File: src/rtl/quad_encoder_gen_if.sv
// Command and quadrature output bundle for quad_encoder_gen.
// There is no valid/ready. The commands are levels that are sampled on every clk edge, and all outputs are registered levels.
interface quad_encoder_gen_if #(
  parameter int POS_WIDTH = 16
);
  logic                 horario;
  logic                 antihorario;
  logic                 A;
  logic                 B;
  logic                 Z;
  logic                 dir;
  logic                 fault;
  logic [POS_WIDTH-1:0] position;
  logic [1:0]           state_dbg;

  modport master (
    output horario, antihorario,
    input  A, B, Z, dir, fault, position, state_dbg
  );

  modport slave (
    input  horario, antihorario,
    output A, B, Z, dir, fault, position, state_dbg
  );
endinterface

File: src/rtl/quad_encoder_gen.sv
// Quadrature encoder emulator: turns CW/CCW command levels into Gray-coded A/B steps,
// with signed position, revolution index pulse Z and conflict flag.
module quad_encoder_gen #(
   parameter int STEP_DIV  = 4,
   parameter int DIV_WIDTH = 16,
   parameter int POS_WIDTH = 16,
   parameter int PPR       = 256
) (
   input  logic               clk,
   input  logic               rst_n,
   quad_encoder_gen_if.slave  bus
);
   localparam int REV_W = $clog2(4 * PPR);
   localparam logic [REV_W-1:0]     REV_LAST = REV_W'(4 * PPR - 1);
   localparam logic [DIV_WIDTH-1:0] DIV_END  = DIV_WIDTH'(STEP_DIV);

   typedef enum logic [1:0] {
      IDLE     = 2'd0,
      RUN_CW   = 2'd1,
      RUN_CCW  = 2'd2,
      CONFLICT = 2'd3
   } state_t;

   state_t               state, cls;
   logic [DIV_WIDTH-1:0] div, div_next;
   logic [1:0]           phase, phase_next;
   logic [REV_W-1:0]     rev, rev_next;
   logic [POS_WIDTH-1:0] pos_q;
   logic                 a_q, b_q, z_q, dir_q, fault_q;
   logic                 step;

   always_comb begin
      cls        = IDLE;
      div_next   = '0;
      step       = 1'b0;
      phase_next = phase;
      rev_next   = rev;
      case ({bus.horario, bus.antihorario})
         2'b10:   cls = RUN_CW;
         2'b01:   cls = RUN_CCW;
         2'b11:   cls = CONFLICT;
         default: cls = IDLE;
      endcase
      // A new or changed direction discards any partial count.
      if (cls == RUN_CW || cls == RUN_CCW) begin
         div_next = (cls == state) ? div + DIV_WIDTH'(1) : DIV_WIDTH'(1);
         step     = (div_next == DIV_END);
      end
      if (cls == RUN_CW) begin
         phase_next = phase + 2'd1;
         rev_next   = (rev == REV_LAST) ? '0 : rev + REV_W'(1);
      end else if (cls == RUN_CCW) begin
         phase_next = phase - 2'd1;
         rev_next   = (rev == '0) ? REV_LAST : rev - REV_W'(1);
      end
   end

   always_ff @(posedge clk or negedge rst_n) begin
      if (!rst_n) begin
         state   <= IDLE;
         div     <= '0;
         phase   <= '0;
         rev     <= '0;
         pos_q   <= '0;
         a_q     <= 1'b0;
         b_q     <= 1'b0;
         z_q     <= 1'b0;
         dir_q   <= 1'b0;
         fault_q <= 1'b0;
      end else begin
         state   <= cls;
         div     <= step ? '0 : div_next;
         fault_q <= (cls == CONFLICT);
         z_q     <= 1'b0;
         if (step) begin
            phase <= phase_next;
            rev   <= rev_next;
            // Phase to AB Gray map: 0->00, 1->10, 2->11, 3->01.
            a_q   <= phase_next[0] ^ phase_next[1];
            b_q   <= phase_next[1];
            z_q   <= (rev_next == '0);
            dir_q <= (cls == RUN_CW);
            pos_q <= (cls == RUN_CW) ? pos_q + POS_WIDTH'(1) : pos_q - POS_WIDTH'(1);
         end
      end
   end

   assign bus.A         = a_q;
   assign bus.B         = b_q;
   assign bus.Z         = z_q;
   assign bus.dir       = dir_q;
   assign bus.fault     = fault_q;
   assign bus.position  = pos_q;
   assign bus.state_dbg = state;
endmodule

File: src/flat_wrapper.sv
// flat-port wrapper written by rule: the top's interface ports become plain ports
module quad_encoder_gen_flat 
#(
   parameter int STEP_DIV  = 4,
   parameter int DIV_WIDTH = 16,
   parameter int POS_WIDTH = 16,
   parameter int PPR       = 256
)
  (clk, rst_n, bus_horario, bus_antihorario, bus_A, bus_B, bus_Z, bus_dir, bus_fault, bus_position, bus_state_dbg);
  quad_encoder_gen_if #(.POS_WIDTH(POS_WIDTH)) bus_i ();
  input  logic clk;
  input  logic rst_n;
  input wire logic [$bits(bus_i.horario)-1:0] bus_horario;
  input wire logic [$bits(bus_i.antihorario)-1:0] bus_antihorario;
  output wire logic [$bits(bus_i.A)-1:0] bus_A;
  output wire logic [$bits(bus_i.B)-1:0] bus_B;
  output wire logic [$bits(bus_i.Z)-1:0] bus_Z;
  output wire logic [$bits(bus_i.dir)-1:0] bus_dir;
  output wire logic [$bits(bus_i.fault)-1:0] bus_fault;
  output wire logic [$bits(bus_i.position)-1:0] bus_position;
  output wire logic [$bits(bus_i.state_dbg)-1:0] bus_state_dbg;
  assign bus_i.horario = bus_horario;
  assign bus_i.antihorario = bus_antihorario;
  assign bus_A = bus_i.A;
  assign bus_B = bus_i.B;
  assign bus_Z = bus_i.Z;
  assign bus_dir = bus_i.dir;
  assign bus_fault = bus_i.fault;
  assign bus_position = bus_i.position;
  assign bus_state_dbg = bus_i.state_dbg;
  quad_encoder_gen #(.STEP_DIV(STEP_DIV), .DIV_WIDTH(DIV_WIDTH), .POS_WIDTH(POS_WIDTH), .PPR(PPR)) u_core (.clk(clk), .rst_n(rst_n), .bus(bus_i));
endmodule
File: config.mk
export PLATFORM = sky130hd
export DESIGN_NAME = quad_encoder_gen_flat
export DESIGN_NICKNAME = d
export VERILOG_FILES = /design/src/rtl/quad_encoder_gen_if.sv /design/src/rtl/quad_encoder_gen.sv /design/src/flat_wrapper.sv
export SDC_FILE = /design/constraint.sdc
export NUM_CORES = 1
export LEC_CHECK = 0
export BUFFER_PORTS_ARGS = -buffer_cell sky130_fd_sc_hd__buf_2
export CAP_MARGIN = 5
export CORE_ASPECT_RATIO = 0.7
export CORE_MARGIN = 8
export CORE_UTILIZATION = 30
export DETAILED_ROUTE_END_ITERATION = 16
export PLACE_DENSITY = 0.52
export REMOVE_ABC_BUFFERS = 1
export SYNTH_ARGS = -nofsm -noshare
export SYNTH_HDL_FRONTEND = slang
export SYNTH_SLANG_ARGS = --single-unit
export TNS_END_PERCENT = 1
File: constraint.sdc
create_clock -name clk -period 4.9 [get_ports clk]
set_input_delay 0.245 -clock clk [delete_from_list [all_inputs] [get_ports clk]]
set_output_delay 0.245 -clock clk [all_outputs]
set_load 0.05 [all_outputs]
==> flow_summary.json <==
{
  "synthCells": 400,
  "dieHeight_um": 106,
  "proportion_of_register_bits_with_asynchronous_set_or_reset_after_synthesis_pct": 100,
  "floorplan.rows": 33,
  "routed_via_density": 5.04,
  "flow.area_growth_from_synthesis_pct": 12.0,
  "slew_headroom_pct": 48.5,
  "detail_route.iter0.violations": 222,
  "global_route.overflow_total": 0,
  "critPathCaptureType": "flop",
  "hold_violations": 0,
  "tritoncts": "done",
  "distinct_cell_type_count_after_synthesis": 54,
  "largest_stage_delay_worst_path_ns": 0.68,
  "grt_max_degree": 51,
  "cts_made_buffers": 5,
  "cap_viol_max_count": 0,
  "fp.coreArea_um2": 11500,
  "r2r_start": "u_core.div[0]",
  "port_buffers": 26,
  "power_leakage_nw": 1.76,
  "synth_flop_cell": "sky130_fd_sc_hd__dfrtp_1",
  "initial_util_pct": 30.3,
  "synthesis.area_per_instance_um2": 8.74,
  "first_pass_iteration_count_of_the_detailed_router": 4,
  "layout_worst_path_cycle_share_pct": 69.5,
  "synth_sequential_area_ratio_pct": 35.8,
  "route.antenna.remaining_nets": 0,
  "dp.final_hpwl_mm": 6.06,
  "cts-htree-levels": 2,
  "number_of_flops_mapped_to_enable_cells_by_yosys": 0,
  "postPlaceCellArea_um2": 3770,
  "path_max_fanout": 15,
  "worst_path_most_repeated_cell": "sky130_fd_sc_hd__ha_1",
  "yosysWarningCount": 0,
  "io_pins": 27,
  "finish.instance_area_um2": 3920,
  "ctsRootBufferMaster": "sky130_fd_sc_hd__clkbuf_16",
  "cellPowerDensity_nw_per_um2": 313,
  "first_global_vias": 2725,
  "detail_route.drc_violations": 0,
  "unrepaired_setup_endpoints_after_global_routing": "no",
  "worst_ep_required_ns": 5.12,
  "timing.reg2reg.setup_slack_ns": 1.58,
  "achievable-frequency_mhz": 294,
  "crit-reg2reg-capture": "u_core.div[2]",
  "setup-violations-final": 0,
  "floorplan.die_area_um2": 15400,
  "die_boundary_width_um": 145,
  "yosys_top_cell_by_area": "sky130_fd_sc_hd__dfrtp_1",
  "insertedDiodeCount": 0,
  "number_of_cells_upsized_or_downsized_after_cts": 0,
  "timing.critical_path.from": "bus_antihorario",
  "finalMaxSlewViolations": 0,
  "cp_data_arrival_time_ns": 3.62,
  "synth_top_area_share_pct": 35.8,
  "finalClockSkew_ns": 0.00478,
  "fin_crit_ns": 3.41,
  "synth.ff_latch_count": 50,
  "path_class": "input port to flop",
  "syn-cell-area_um2": 3500,
  "clock_sink_count": 50,
  "cp_num_buf_inv": 3,
  "run_status": "complete, no violations",
  "worstSkewPairLatency_ns": 0.29,
  "place_congestion": 0.803,
  "tns_ns": 0,
  "cts_hold_buffers": 0,
  "num-nets-final": 446,
  "cts.repair_timing.setup_buffer_count": 0,
  "timing.critical_path.max_delay_family": "compound AO/OA/AOI/OAI gates",
  "worst_hold_path_type": "input port to async pin",
  "vias": 2915,
  "critical_path.slowest_cell": "sky130_fd_sc_hd__o31ai_1",
  "r2r.worst_path.cells": 9,
  "grt_pass1_wl_mm": 13.9,
  "critPathLaunchType": "input port",
  "ctsLongestPathBuffers": 2,
  "critical_path.cell_chain": "buf_2 > inv_1 > ha_1 > clkinv_1 > ha_1 > or2_2 > a21oi_1 > nor3_1 > o31ai_1 > nor4_1 > a2111oi_4 > xor2_1",
  "global_route.usage.total_pct": 10.8,
  "routed_wire_length_mm": 8.22,
  "timing_worst_slew_pin_value_ns": 0.766,
  "antenna_found_initial": 0,
  "cts.reportedPaths.clkPinSlew_ns": 0.07,
  "average_routed_wire_per_standard_cell_um": 14.2,
  "final_layout_size_suffix_gt1_share_pct": 12.6,
  "power.ir.vdd_worst_mv": 0.137,
  "largest_cells_by_area_after_synthesis": "sky130_fd_sc_hd__dfrtp_1, sky130_fd_sc_hd__ha_1, sky130_fd_sc_hd__xnor2_1"
}
-- worst reg2reg max path, cell delays in order, from the launching register on --
cell and delay [ns]:
sky130_fd_sc_hd__dfrtp_1 0.45, sky130_fd_sc_hd__ha_1 0.27, sky130_fd_sc_hd__nand4_1 0.28, sky130_fd_sc_hd__or3_1 0.43, sky130_fd_sc_hd__a211o_1 0.34, sky130_fd_sc_hd__nand4_1 0.15, sky130_fd_sc_hd__or3_1 0.40, sky130_fd_sc_hd__buf_4 0.42
sky130_fd_sc_hd__nand3_1 0.31, sky130_fd_sc_hd__a21oi_1 0.20
-- synthesized netlist by cell type (3+ instances only) --
cell type and instances:
sky130_fd_sc_hd__a211oi_1 6, sky130_fd_sc_hd__a21o_1 3, sky130_fd_sc_hd__a21oi_1 21, sky130_fd_sc_hd__a31oi_1 6
sky130_fd_sc_hd__and3_1 6, sky130_fd_sc_hd__buf_2 5, sky130_fd_sc_hd__clkbuf_1 10, sky130_fd_sc_hd__dfrtp_1 50
sky130_fd_sc_hd__ha_1 21, sky130_fd_sc_hd__inv_1 13, sky130_fd_sc_hd__nand2_1 39, sky130_fd_sc_hd__nand2b_1 5
sky130_fd_sc_hd__nand3_1 15, sky130_fd_sc_hd__nand4_1 11, sky130_fd_sc_hd__nor2_1 34, sky130_fd_sc_hd__nor3_1 13
sky130_fd_sc_hd__nor4_1 7, sky130_fd_sc_hd__o21a_1 3, sky130_fd_sc_hd__o21ai_0 30, sky130_fd_sc_hd__o21ai_1 5
sky130_fd_sc_hd__o21bai_1 3, sky130_fd_sc_hd__o31ai_1 3, sky130_fd_sc_hd__or2_2 4, sky130_fd_sc_hd__or3_1 9
sky130_fd_sc_hd__or4_1 4, sky130_fd_sc_hd__xnor2_1 22, sky130_fd_sc_hd__xor2_1 18
-- cells in the final DEF (no fill, tap or decap), drive strengths merged, types with 4 or more instances in the layout --
master and count:
nor3 13, nand2 39, a21oi 21, a31oi 6, ha 21, dfrtp 50
or4 4, nor2 35, or2 4, and3 6, xor2 18, clkbuf 7
buf 30, inv 13, or3 9, o21ai 35, a211oi 6, nand2b 5
o31ai 5, nor4 8, nand4 12, nand3 16, xnor2 22
-- report_power, final --
part	leakage, nW	switching (mW)	internal (mW)
combinational	1.00	0.255	0.144
sequential	0.684	0.0327	0.440
clock	0.0739	0.151	0.203
-- cells by family after synthesis --
kind of cell / count (synthesis) / synth area share [%]
fa+ha+maj: 22 / 8.09
simple gates: 158 / 23.5
flops: 50 / 35.8
buf+inv: 31 / 3.94
mux: 2 / 0.644
xor+xnor: 40 / 10.0
compound gates: 97 / 18.0
-- worst max path at each step --
stage / end / slack (ns) / cells past startpoint
finish: u_core.bus.position[15] / 1.49 / 12
CTS: u_core.bus.position[15] / 1.46 / 12
floorplan: u_core.bus.position[15] / 1.19 / 11
global route: u_core.bus.position[15] / 1.17 / 12
global placement: u_core.bus.position[15] / 1.31 / 12
detailed placement: u_core.bus.position[15] / 1.17 / 12
-- layer usage --
metal / up-vias / routed length, um / global-route usage, %
li1: 1486 / - / -
met1: 1359 / 4440 / 15.7
met2: 63 / 3400 / 15.9
met3: 7 / 297 / 1.91
met4: 0 / 76 / 3.07
met5: - / 0 / 0
-- sequential cells by signal (all words and copies together), names as in the netlist --
name                  cells
u_core.bus.position      16
u_core.bus.B              1
u_core.bus.A              1
u_core.bus.fault          1
u_core.bus.state_dbg      2
u_core.div               16
u_core.rev               10
u_core.bus.Z              1
u_core.phase              1
u_core.bus.dir            1
-- per-stage QoR --
step	utilization (%)	power, mW	cells	setup slack [ns]	hold slack (ns)
after detailed placement	32.7	0.880	570	1.17	0.421
final	34.0	1.23	578	1.49	0.0742
after CTS	34.0	1.24	578	1.46	0.104
after global routing	34.0	1.31	578	1.17	0.147
after floorplan	-	0.786	383	1.19	-0.0506
after global placement	32.7	0.877	570	1.31	0.415
-- cell type report --
type                            instances  area (um2)
Clock buffer                            7         143
Clock inverter                          1        5.00
Timing Repair Buffer                   30         160
Sequential cell                        50        1250
Tap cell                              157         196
Inverter                               14        52.6
Multi-Input combinational cell        319        2110
Fill cell                            1170        7600
(Power assumes the default switching activity.)
